`config.mk`:
```
export PLATFORM = sky130hd
export DESIGN_NAME = serial_subtractor_flat
export DESIGN_NICKNAME = d
export VERILOG_FILES = /design/src/rtl/serial_subtractor_if.sv /design/src/rtl/serial_subtractor.sv /design/src/flat_wrapper.sv
export SDC_FILE = /design/constraint.sdc
export NUM_CORES = 1
export LEC_CHECK = 0
export ABC_CLOCK_PERIOD_IN_PS = 2950
export CORE_MARGIN = 10
export CORE_UTILIZATION = 35
export DETAILED_ROUTE_END_ITERATION = 7
export GPL_ROUTABILITY_DRIVEN = 1
export HOLD_SLACK_MARGIN = 0.08
export SETUP_SLACK_MARGIN = 0.02
export SLEW_MARGIN = 5
export SYNTH_ARGS = -nofsm -noshare
export SYNTH_HDL_FRONTEND = slang
export SYNTH_SLANG_ARGS = --single-unit
export TNS_END_PERCENT = 100
```
`constraint.sdc`:
```
create_clock -name clk -period 2.95 [get_ports clk]
set_clock_uncertainty 0.1 [all_clocks]
set_input_delay 0.59 -clock clk [delete_from_list [all_inputs] [get_ports clk]]
set_output_delay 0.59 -clock clk [all_outputs]
set_load 0.1 [all_outputs]
```
`src/rtl/serial_subtractor_if.sv`:
```
// serial_subtractor_if
//   Request/response bundle for the bit-serial subtractor.
//   master : drives start, a, b; observes busy, done, diff, borrow
//   slave  : the subtractor itself
//   start  - begin a subtraction (accepted when the block is not shifting)
//   a, b   - minuend / subtrahend, sampled only on an accepted start
//   busy   - a subtraction is shifting
//   done   - one-cycle pulse, diff/borrow hold the result
//   diff   - (a - b) mod 2^WIDTH
//   borrow - 1 iff a < b
interface serial_subtractor_if #(
    parameter int WIDTH = 8
);
    logic             start;
    logic [WIDTH-1:0] a;
    logic [WIDTH-1:0] b;
    logic             busy;
    logic             done;
    logic [WIDTH-1:0] diff;
    logic             borrow;

    modport master (output start, a, b, input busy, done, diff, borrow);
    modport slave  (input start, a, b, output busy, done, diff, borrow);
endinterface

```
`src/rtl/serial_subtractor.sv`:
```
// serial_subtractor
//   Bit-serial unsigned subtractor: one bit per clock, LSB first.
//   A start accepted in IDLE or DONE loads the operands; WIDTH SHIFT cycles
//   later the block spends one cycle in DONE with done=1 and the result on
//   diff/borrow. start held high chains operations with no idle gap.
// Ports
//   clk  - clock, rising edge
//   rst  - synchronous active-high reset, wins over start
//   bus  - serial_subtractor_if.slave (start/a/b in, busy/done/diff/borrow out)
module serial_subtractor #(
    parameter int WIDTH = 8
) (
    input  logic               clk,
    input  logic               rst,
    serial_subtractor_if.slave bus
);
    localparam int CW = (WIDTH > 2) ? $clog2(WIDTH) : 1;

    typedef enum logic [1:0] {IDLE, SHIFT, DONE} state_t;

    state_t           state, state_n;
    logic             load;
    logic             last;
    logic             busy_c, done_c;

    logic [WIDTH-1:0] a_sr, b_sr;
    logic [WIDTH-1:0] diff_sr;
    logic             bin;
    logic             borrow_q;
    logic [CW-1:0]    cnt;

    logic             d, bout;

    // One full-subtractor slice on the current LSBs.
    assign d    = a_sr[0] ^ b_sr[0] ^ bin;
    assign bout = (~a_sr[0] & b_sr[0]) | (~(a_sr[0] ^ b_sr[0]) & bin);
    assign last = (cnt == CW'(WIDTH - 1));

    always_ff @(posedge clk) begin
        if (rst) state <= IDLE;
        else     state <= state_n;
    end

    always_comb begin
        state_n = state;
        load    = 1'b0;
        busy_c  = 1'b0;
        done_c  = 1'b0;
        case (state)
            IDLE: begin
                if (bus.start) begin
                    load    = 1'b1;
                    state_n = SHIFT;
                end
            end
            SHIFT: begin
                busy_c = 1'b1;
                if (last) state_n = DONE;
            end
            DONE: begin
                done_c = 1'b1;
                if (bus.start) begin
                    load    = 1'b1;
                    state_n = SHIFT;
                end else begin
                    state_n = IDLE;
                end
            end
            default: state_n = IDLE;
        endcase
    end

    // The diff shift register is the visible diff output: it holds the
    // previous result until the first SHIFT edge, shows partial contents while
    // shifting, and is complete after the final SHIFT edge. borrow is only
    // published at that final edge, so it never shows an intermediate value.
    always_ff @(posedge clk) begin
        if (rst) begin
            a_sr     <= '0;
            b_sr     <= '0;
            diff_sr  <= '0;
            bin      <= 1'b0;
            borrow_q <= 1'b0;
            cnt      <= '0;
        end else if (load) begin
            a_sr <= bus.a;
            b_sr <= bus.b;
            bin  <= 1'b0;
            cnt  <= '0;
        end else if (state == SHIFT) begin
            a_sr    <= a_sr >> 1;
            b_sr    <= b_sr >> 1;
            diff_sr <= {d, diff_sr[WIDTH-1:1]};
            bin     <= bout;
            cnt     <= cnt + CW'(1);
            if (last) borrow_q <= bout;
        end
    end

    // All outputs come from flops or state decode only.
    assign bus.busy   = busy_c;
    assign bus.done   = done_c;
    assign bus.diff   = diff_sr;
    assign bus.borrow = borrow_q;
endmodule

```
`src/flat_wrapper.sv`:
```
// flat-port wrapper written by rule: the top's interface ports become plain ports
module serial_subtractor_flat 
#(
    parameter int WIDTH = 8
)
  (clk, rst, bus_start, bus_a, bus_b, bus_busy, bus_done, bus_diff, bus_borrow);
  serial_subtractor_if #(.WIDTH(WIDTH)) bus_i ();
  input  logic clk;
  input  logic rst;
  input wire logic [$bits(bus_i.start)-1:0] bus_start;
  input wire logic [$bits(bus_i.a)-1:0] bus_a;
  input wire logic [$bits(bus_i.b)-1:0] bus_b;
  output wire logic [$bits(bus_i.busy)-1:0] bus_busy;
  output wire logic [$bits(bus_i.done)-1:0] bus_done;
  output wire logic [$bits(bus_i.diff)-1:0] bus_diff;
  output wire logic [$bits(bus_i.borrow)-1:0] bus_borrow;
  assign bus_i.start = bus_start;
  assign bus_i.a = bus_a;
  assign bus_i.b = bus_b;
  assign bus_busy = bus_i.busy;
  assign bus_done = bus_i.done;
  assign bus_diff = bus_i.diff;
  assign bus_borrow = bus_i.borrow;
  serial_subtractor #(.WIDTH(WIDTH)) u_core (.clk(clk), .rst(rst), .bus(bus_i));
endmodule
```
Yosys cells after proc, flatten, opt, wreduce, memory -nomap -nowiden

Cells that the tools add are included.

Flip-flop bits (word level): 31
Bits of input ports: 19
Logic and storage cells: 40

$add $sub $neg: 1
Equality and inequality tests: 5
Multiplexer cells: 12
Bitwise logic cells: 8
Reduce and logical (&&, ||, !) cells: 7

Operators by type and width:

| kind                  | number |
|---|---|
| $mux W8               | 4 |
| $pmux W2 S3           | 1 |
| $mux W1               | 5 |
| $mux W2               | 2 |
| $reduce_and A2 Y1     | 2 |
| $reduce_or A2 Y1      | 2 |
| $add A3 B1 Y3 const B | 1 |
| $eq A3 B3 Y1 const B  | 1 |
| $not A1 Y1            | 3 |
| $reduce_and A3 Y1     | 1 |
| $and A1 B1 Y1         | 2 |
| $eq A2 B1 Y1 const B  | 1 |
| $eq A2 B2 Y1 const B  | 1 |
| $logic_not A2 Y1      | 1 |
| $ne A2 B1 Y1 const B  | 1 |
| $ne A2 B2 Y1 const B  | 1 |
| $reduce_bool A2 Y1    | 1 |
| $xor A1 B1 Y1         | 2 |
| $or A1 B1 Y1          | 1 |

Longest topological paths before layout

Gate-level depths: netlist of the first run.

Depth after elaboration: 5
Depth in mapped cells: 6
Depth with buffers taken out: 4

Worst setup path after synthesis of the first run

OpenSTA, ideal clock, no wires.

Kind: reg2out
Start point: register u_core.state[0]
End point: output port bus_done
Arrival time: 1,652 ps
Required time: 2,260 ps
Path slack: 608 ps
Stages on the path, launching flop included: 2
Buffers on the path: 0
Cells stage by stage: dfxtp_1 -> nor2b_1

Cells in the longest elaborated chain, start to end: 2

Ends and longest elaborated chain:

| item                     | line                    | source |
|---|---|---|
| start: declaration       | serial_subtractor.sv:21 | `state_t state, state_n;` |
| start signal: assignment | serial_subtractor.sv:41 | `else state <= state_n;` |
| $eq A2 B2 Y1             | serial_subtractor.sv:49 | `case (state)` |
| $mux W1                  | serial_subtractor.sv:49 |  |
| end: declaration         | flat_wrapper.sv:14      | `output wire logic [$bits(bus_i.done)-1:0] bus_done;` |

Every way passes these cells.

Worst setup path after layout of the first run

Start point: register u_core.state[1]
End point: output port bus_busy

Cells in the longest elaborated chain, start to end: 2

Ends and longest elaborated chain:

| item             | line                    | source |
|---|---|---|
| $eq A2 B1 Y1     | serial_subtractor.sv:49 |  |
| $mux W1          | serial_subtractor.sv:49 |  |
| end: declaration | flat_wrapper.sv:13      | `output wire logic [$bits(bus_i.busy)-1:0] bus_busy;` |

Every way passes these cells.

==> impl_metrics.ini, run 1 <==
[synth]
synth_warnings = 0
synth_xor_area_share_pct = 0.688
syn_nets = 162
ys.flop_type = dfxtp_1
synth_cell_types = 25
synth_top_family_by_area = simple AND/OR/NAND/NOR gates
ys_seq_area_share_pct = 48.8
netlist_area_um2 = 1270
synth-simple-area-share_pct = 20.6
synthMuxAreaShare_pct = 2.36
avgSynthCellArea_um2 = 9.09
synth-seq-cells = 31
netlist_instances = 140
synth_edf_count = 0
synth_fa_ha_area_share_pct = 3.54
synth_compound_area_share_pct = 15.5
async_flop_share_pct = 0

[die]
num_io_pins = 30
die_h_um = 80.3
die_w_um = 80.3
coreArea_um2 = 3420
rows = 21
initial_utilization_pct = 37.3
die_area_um2 = 6450

[setup_path]
r2r-end = u_core.bin$_SDFFE_PP0P_
crit_path_start = u_core.state[1]$_SDFFE_PP0P_
worst_setup_path_start_kind = flop
reg2reg_from = u_core.state[1]$_SDFFE_PP0P_
r2r.worst_path.cells = 5
critical_path_arrival_ps = 1480
path_cells = nand2b_1, buf_4, inv_6, buf_12
crit_fanout = 32
cp.required_ps = 2260
critPathCaptureType = output pin
reg2reg_setup_slack_ps = 1460
cp_slowest_cell = dfxtp_1
path_class = flop to output pin
critPathMaxStageDelay_ps = 320

[place]
io_buffers = 29
gp_congestion = 0.738
placed_area_um2 = 1540
dp_hpwl_um = 1870
dp_cells = 205

[sta]
period_share_pct = 73.6
report.final.slew_viol_count = 0
fin_tns_setup_ps = 0
hold_viol = 0
slew_headroom_pct = 56.2
fin_crit_ps = 2170
setup_viol = 0
max_slew.worst_pin.slew_ps = 657
fmax_ghz = 0.461
rsz0062_at_grt = false

[worst_hold_path]
hold_start = u_core.bus.diff[0]$_SDFFE_PP0P_
hold_path.class = flop to flop
min_path_cells = 2
whs_endpoint = u_core.bus.diff[0]$_SDFFE_PP0P_

[power]
p_per_area_nw_per_um2 = 592
leakage_nw = 0.600
peakVddDrop_mv = 0.376

[drt]
first_pass_iters = 4
dr_total_vias = 1075
drt_iter0_drc = 95
ant_nets = 0
drc_errors = 0
finalWirelength_um = 2830
viasPerCell = 5.05
avgRoutedWirePerCell_um = 13.3

[clock_network]
cts_tree = built
clock_sinks = 31
insertion_delay_ps = 340
cts_root_buffer = clkbuf_4
clockBufferDepth = 2
numCtsBuffers = 5
postCtsSetupBuffers = 0
htreeDepth = 2
hold_buffers = 0
clk_pin_slew_ps = 100
ctsResizeCount = 0

[global_route]
antenna_found_initial = 0
grt_max_degree = 33
grt-ovfl-total = 0
grt_usage_pct = 9.32
grt_pass1_wl_um = 4770
grt_pass1_vias = 1044

[cells_and_area]
area_growth_pct = 27.5
finish.instance_area_um2 = 1620
drive_gt1_share_pct = 16.2
fin_nets = 188
diodes = 0
fin_cells = 213

[status]
status = completed

[run]
cap_violations = 0
-- layout make-up --
type	instances	area, µm²
Clock inverter	2	35.0
Tap cell	46	57.6
Multi-Input combinational cell	93	544
Inverter	3	16.3
Timing Repair Buffer	32	298
Fill cell	342	1790
Clock buffer	6	51.3
Sequential cell	31	621
-- flip-flops by register name, indices dropped and copies added, names as in the netlist --
name and cells:
u_core.b_sr 8, u_core.a_sr 8, u_core.state 2, u_core.bus.diff 8, u_core.cnt 3, u_core.bus.borrow 1
u_core.bin 1
-- worst max-delay path: cells and delay by family, from the launching register on --
kind,cells,cell delay [ps]
buffers and inverters,3,680
DFF,1,320
and+or+nand+nor,1,130
-- layer usage --
metal	track usage, %	up-vias	wire, µm
met1	10.7	487	1340
li1	-	545	-
met5	0	-	0
met3	3.45	8	161
met2	14.3	35	1260
met4	5.81	0	73
-- metrics by stage --
stage / setup WS [ps] / hold WS (ps) / util, % / power (mW)
3_3_place_gp: 916 / 345 / 45.0 / 0.616
3_5_place_dp: 882 / 352 / 45.0 / 0.620
2_1_floorplan: 608 / 348 / - / 0.580
6_report: 779 / 361 / 47.5 / 0.960
4_1_cts: 768 / 366 / 47.5 / 0.968
5_1_grt: 681 / 396 / 47.5 / 1.00
-- report_power, final --
group          total (mW)  internal [mW]  leakage (nW)  switching [mW]
registers           0.458          0.444         0.254          0.0144
clock network       0.350          0.200        0.0482           0.150
logic               0.152         0.0646         0.298          0.0877
-- synthesized netlist by cell type (2+ instances only) --
library cell,instances,area (µm²)
dfxtp_1,31,621
nor3_1,26,130
nand2_1,20,75.1
a21oi_1,11,55.1
o22ai_1,11,68.8
buf_2,4,20.0
buf_4,3,22.5
clkbuf_1,3,11.3
mux2i_1,3,30.0
nand3_1,3,15.0
nor2_1,3,11.3
nor2b_1,3,18.8
a22oi_1,2,15.0
a311oi_2,2,30.0
buf_6,2,22.5
ha_1,2,25.0
inv_1,2,7.51
nand2b_1,2,12.5
-- how the worst max path moves through the flow --
stage,endpoint,slack (ps)
4_1_cts,bus_busy,770
3_3_place_gp,u_core.b_sr[5]$_SDFFE_PP0P_,920
3_5_place_dp,u_core.a_sr[4]$_SDFFE_PP0P_,880
5_1_grt,bus_busy,680
6_report,bus_busy,780
2_1_floorplan,bus_done,610
-- cells in the final DEF (no fill, tap or decap) --
cell              n
o21ai_0           1
a2111oi_2         1
ha_1              2
nor3_1           26
fa_1              1
a21oi_2           1
nand2b_1          2
nand3_1           3
a22oi_1           2
xnor2_1           1
inv_6             1
nand2_1          20
clkbuf_4          5
buf_4            13
inv_1             2
o22ai_1          11
clkbuf_8          1
buf_12            1
nor2b_1           3
bufinv_16         1
a21oi_1          11
mux2i_1           3
dfxtp_1          31
nor2_1            3
clkdlybuf4s50_1  18
clkinv_2          1
a311oi_2          2
-- kinds of logic (layout without fill, tap and decap cells) --
| logic type | after synthesis | after routing |
|---|---|---|
| compound gates | 29 | 29 |
| xor+xnor | 1 | 1 |
| fa+ha+maj | 3 | 3 |
| buf+inv | 16 | 43 |
| flops | 31 | 31 |
| mux | 3 | 3 |
| simple gates | 57 | 57 |
Note: power is estimated with default switching activity, not from simulation.
==> run 2, diff against run 1 <==
Settings changed: ABC_CLOCK_PERIOD_IN_PS 2950 to 1850.
Clock period 2.95 ns to 1.85 ns, I/O delays scaled along.
==> impl_metrics.ini, run 2 (same netlist as run 1, synthesis figures left out) <==
[status]
status = completed

[place]
gp_congestion = 0.721
io_buffers = 29
dp_hpwl_um = 2030

[setup_path]
critPathCaptureType = output pin
path_class = flop to output pin
path_cells = nand2b_2, bufinv_16, buf_12
critPathMaxStageDelay_ps = 310
crit_buf_inv = 2
cp.required_ps = 1380
crit_fanout = 4
cp_top_family = buffers and inverters
cp_slowest_cell = dfxtp_1
critical_path_arrival_ps = 1280
worst_setup_path_start_kind = flop

[die]
die_w_um = 80.3
rows = 21
initial_utilization_pct = 37.3
die_area_um2 = 6450
num_io_pins = 30
coreArea_um2 = 3420
die_h_um = 80.3

[worst_hold_path]
hold_path.class = flop to flop

[cells_and_area]
mostFrequentLayoutCells = 30 x dfxtp_1, 26 x nor3_1, 20 x nand2_1, 18 x clkdlybuf4s50_1, 12 x buf_12
seq_area_um2 = 622
diodes = 0
layout_commonest_cell = dfxtp_1
multi_input_area_um2 = 549
fin_nets = 193
area_growth_pct = 41.2
drive_gt1_share_pct = 19.9
fillers = 332

[global_route]
grt_max_degree = 33
grt_usage_pct = 9.34
grt_pass1_wl_um = 4890
grt-ovfl-total = 0
antenna_found_initial = 0
grt_pass1_vias = 1125

[drt]
avgRoutedWirePerCell_um = 14.2
drt_iter0_drc = 52
finalWirelength_um = 3090
ant_nets = 0
first_pass_iters = 4
viasPerCell = 5.16
drc_errors = 0
dr_total_vias = 1120

[clock_network]
htreeDepth = 2
clock_sinks = 31
clk_pin_slew_ps = 100
insertion_delay_ps = 330
numCtsBuffers = 5
cts_root_buffer = clkbuf_4
cts_tree = built
clockBufferDepth = 2
hold_buffers = 0

[sta]
fin_tns_setup_ps = 0
hold_viol = 0
rsz0062_at_grt = false
slew_headroom_pct = 82.9
report.final.slew_viol_count = 0
fin_crit_ps = 1750
period_share_pct = 94.4
setup_viol = 0
fmax_ghz = 0.573
max_slew.worst_pin.slew_ps = 257

[run]
cap_violations = 0

[power]
leakage_nw = 0.652
p_per_area_nw_per_um2 = 787
peakVddDrop_mv = 0.481
power_mw = 1.41
[run 2: cell count changes in the layout (fill, tap and decap cells not counted), sizes merged]
cell | before | now
buf | 14 | 18
[run 2: area by class of cell]
cell class                      instances  area share, %
Clock inverter                          1          0.279
Multi-Input combinational cell         93           30.6
Clock buffer                            6           2.86
Timing Repair Buffer                   36           25.9
Tap cell                               46           3.20
Inverter                                3           2.09
Timing Repair inverter                  1          0.487
Sequential cell                        31           34.6
[run 2: final timing paths]
check,from,endpoint,slack (ps),cells after the start
setup / recovery,u_core.state[1]$_SDFFE_PP0P_,bus_busy,100,3
setup reg to reg,u_core.state[1]$_SDFFE_PP0P_,u_core.a_sr[6]$_SDFFE_PP0P_,380,5
hold / removal,u_core.b_sr[7]$_SDFFE_PP0P_,u_core.b_sr[7]$_SDFFE_PP0P_,380,2
hold reg to reg,u_core.b_sr[7]$_SDFFE_PP0P_,u_core.b_sr[7]$_SDFFE_PP0P_,380,2
[run 2: power by group]
group          total [mW]  internal, mW  switching (mW)
registers           0.733         0.708          0.0256
clock network       0.400         0.176           0.225
logic               0.281         0.134           0.147
[run 2: metal layers]
metal,vias up,GRT usage [%],share of wire (%)
li1,553,-,-
met1,534,10.3,43
met2,24,15.6,49
met3,9,3.23,5.2
met4,0,4.75,2.6
met5,-,0,0
[run 2: timing repair]
item,in CTS,in global routing
setup buffers,0,2
endpoints found under the setup margin,0,1
gates resized for setup,0,5
[run 2: worst register-to-register path: stages (launching register included)]
cell       delay (ps)
dfxtp_1           310
nand2b_2          240
bufinv_16         230
buf_4             180
nand2_1            90
a311oi_2          230
[run 2: stage by stage]
step / hold WS (ps) / instance area, µm² / std cells / utilization [%] / setup WS [ps]
3_3_place_gp: 361 / 1690 / 207 / 49.5 / 143
3_5_place_dp: 368 / 1690 / 207 / 49.5 / 133
4_1_cts: 382 / 1750 / 214 / 51.2 / 34.8
6_report: 383 / 1800 / 217 / 52.6 / 103
2_1_floorplan: 339 / 1270 / 140 / - / 254
5_1_grt: 413 / 1800 / 217 / 52.6 / 58.8
==> run 3, diff against run 2 <==
Settings changed: CTS_CLUSTER_DIAMETER set to 60.
==> results of run 3 <==
Same layout as run 2: the final DEF is identical, and so are final timing and power.
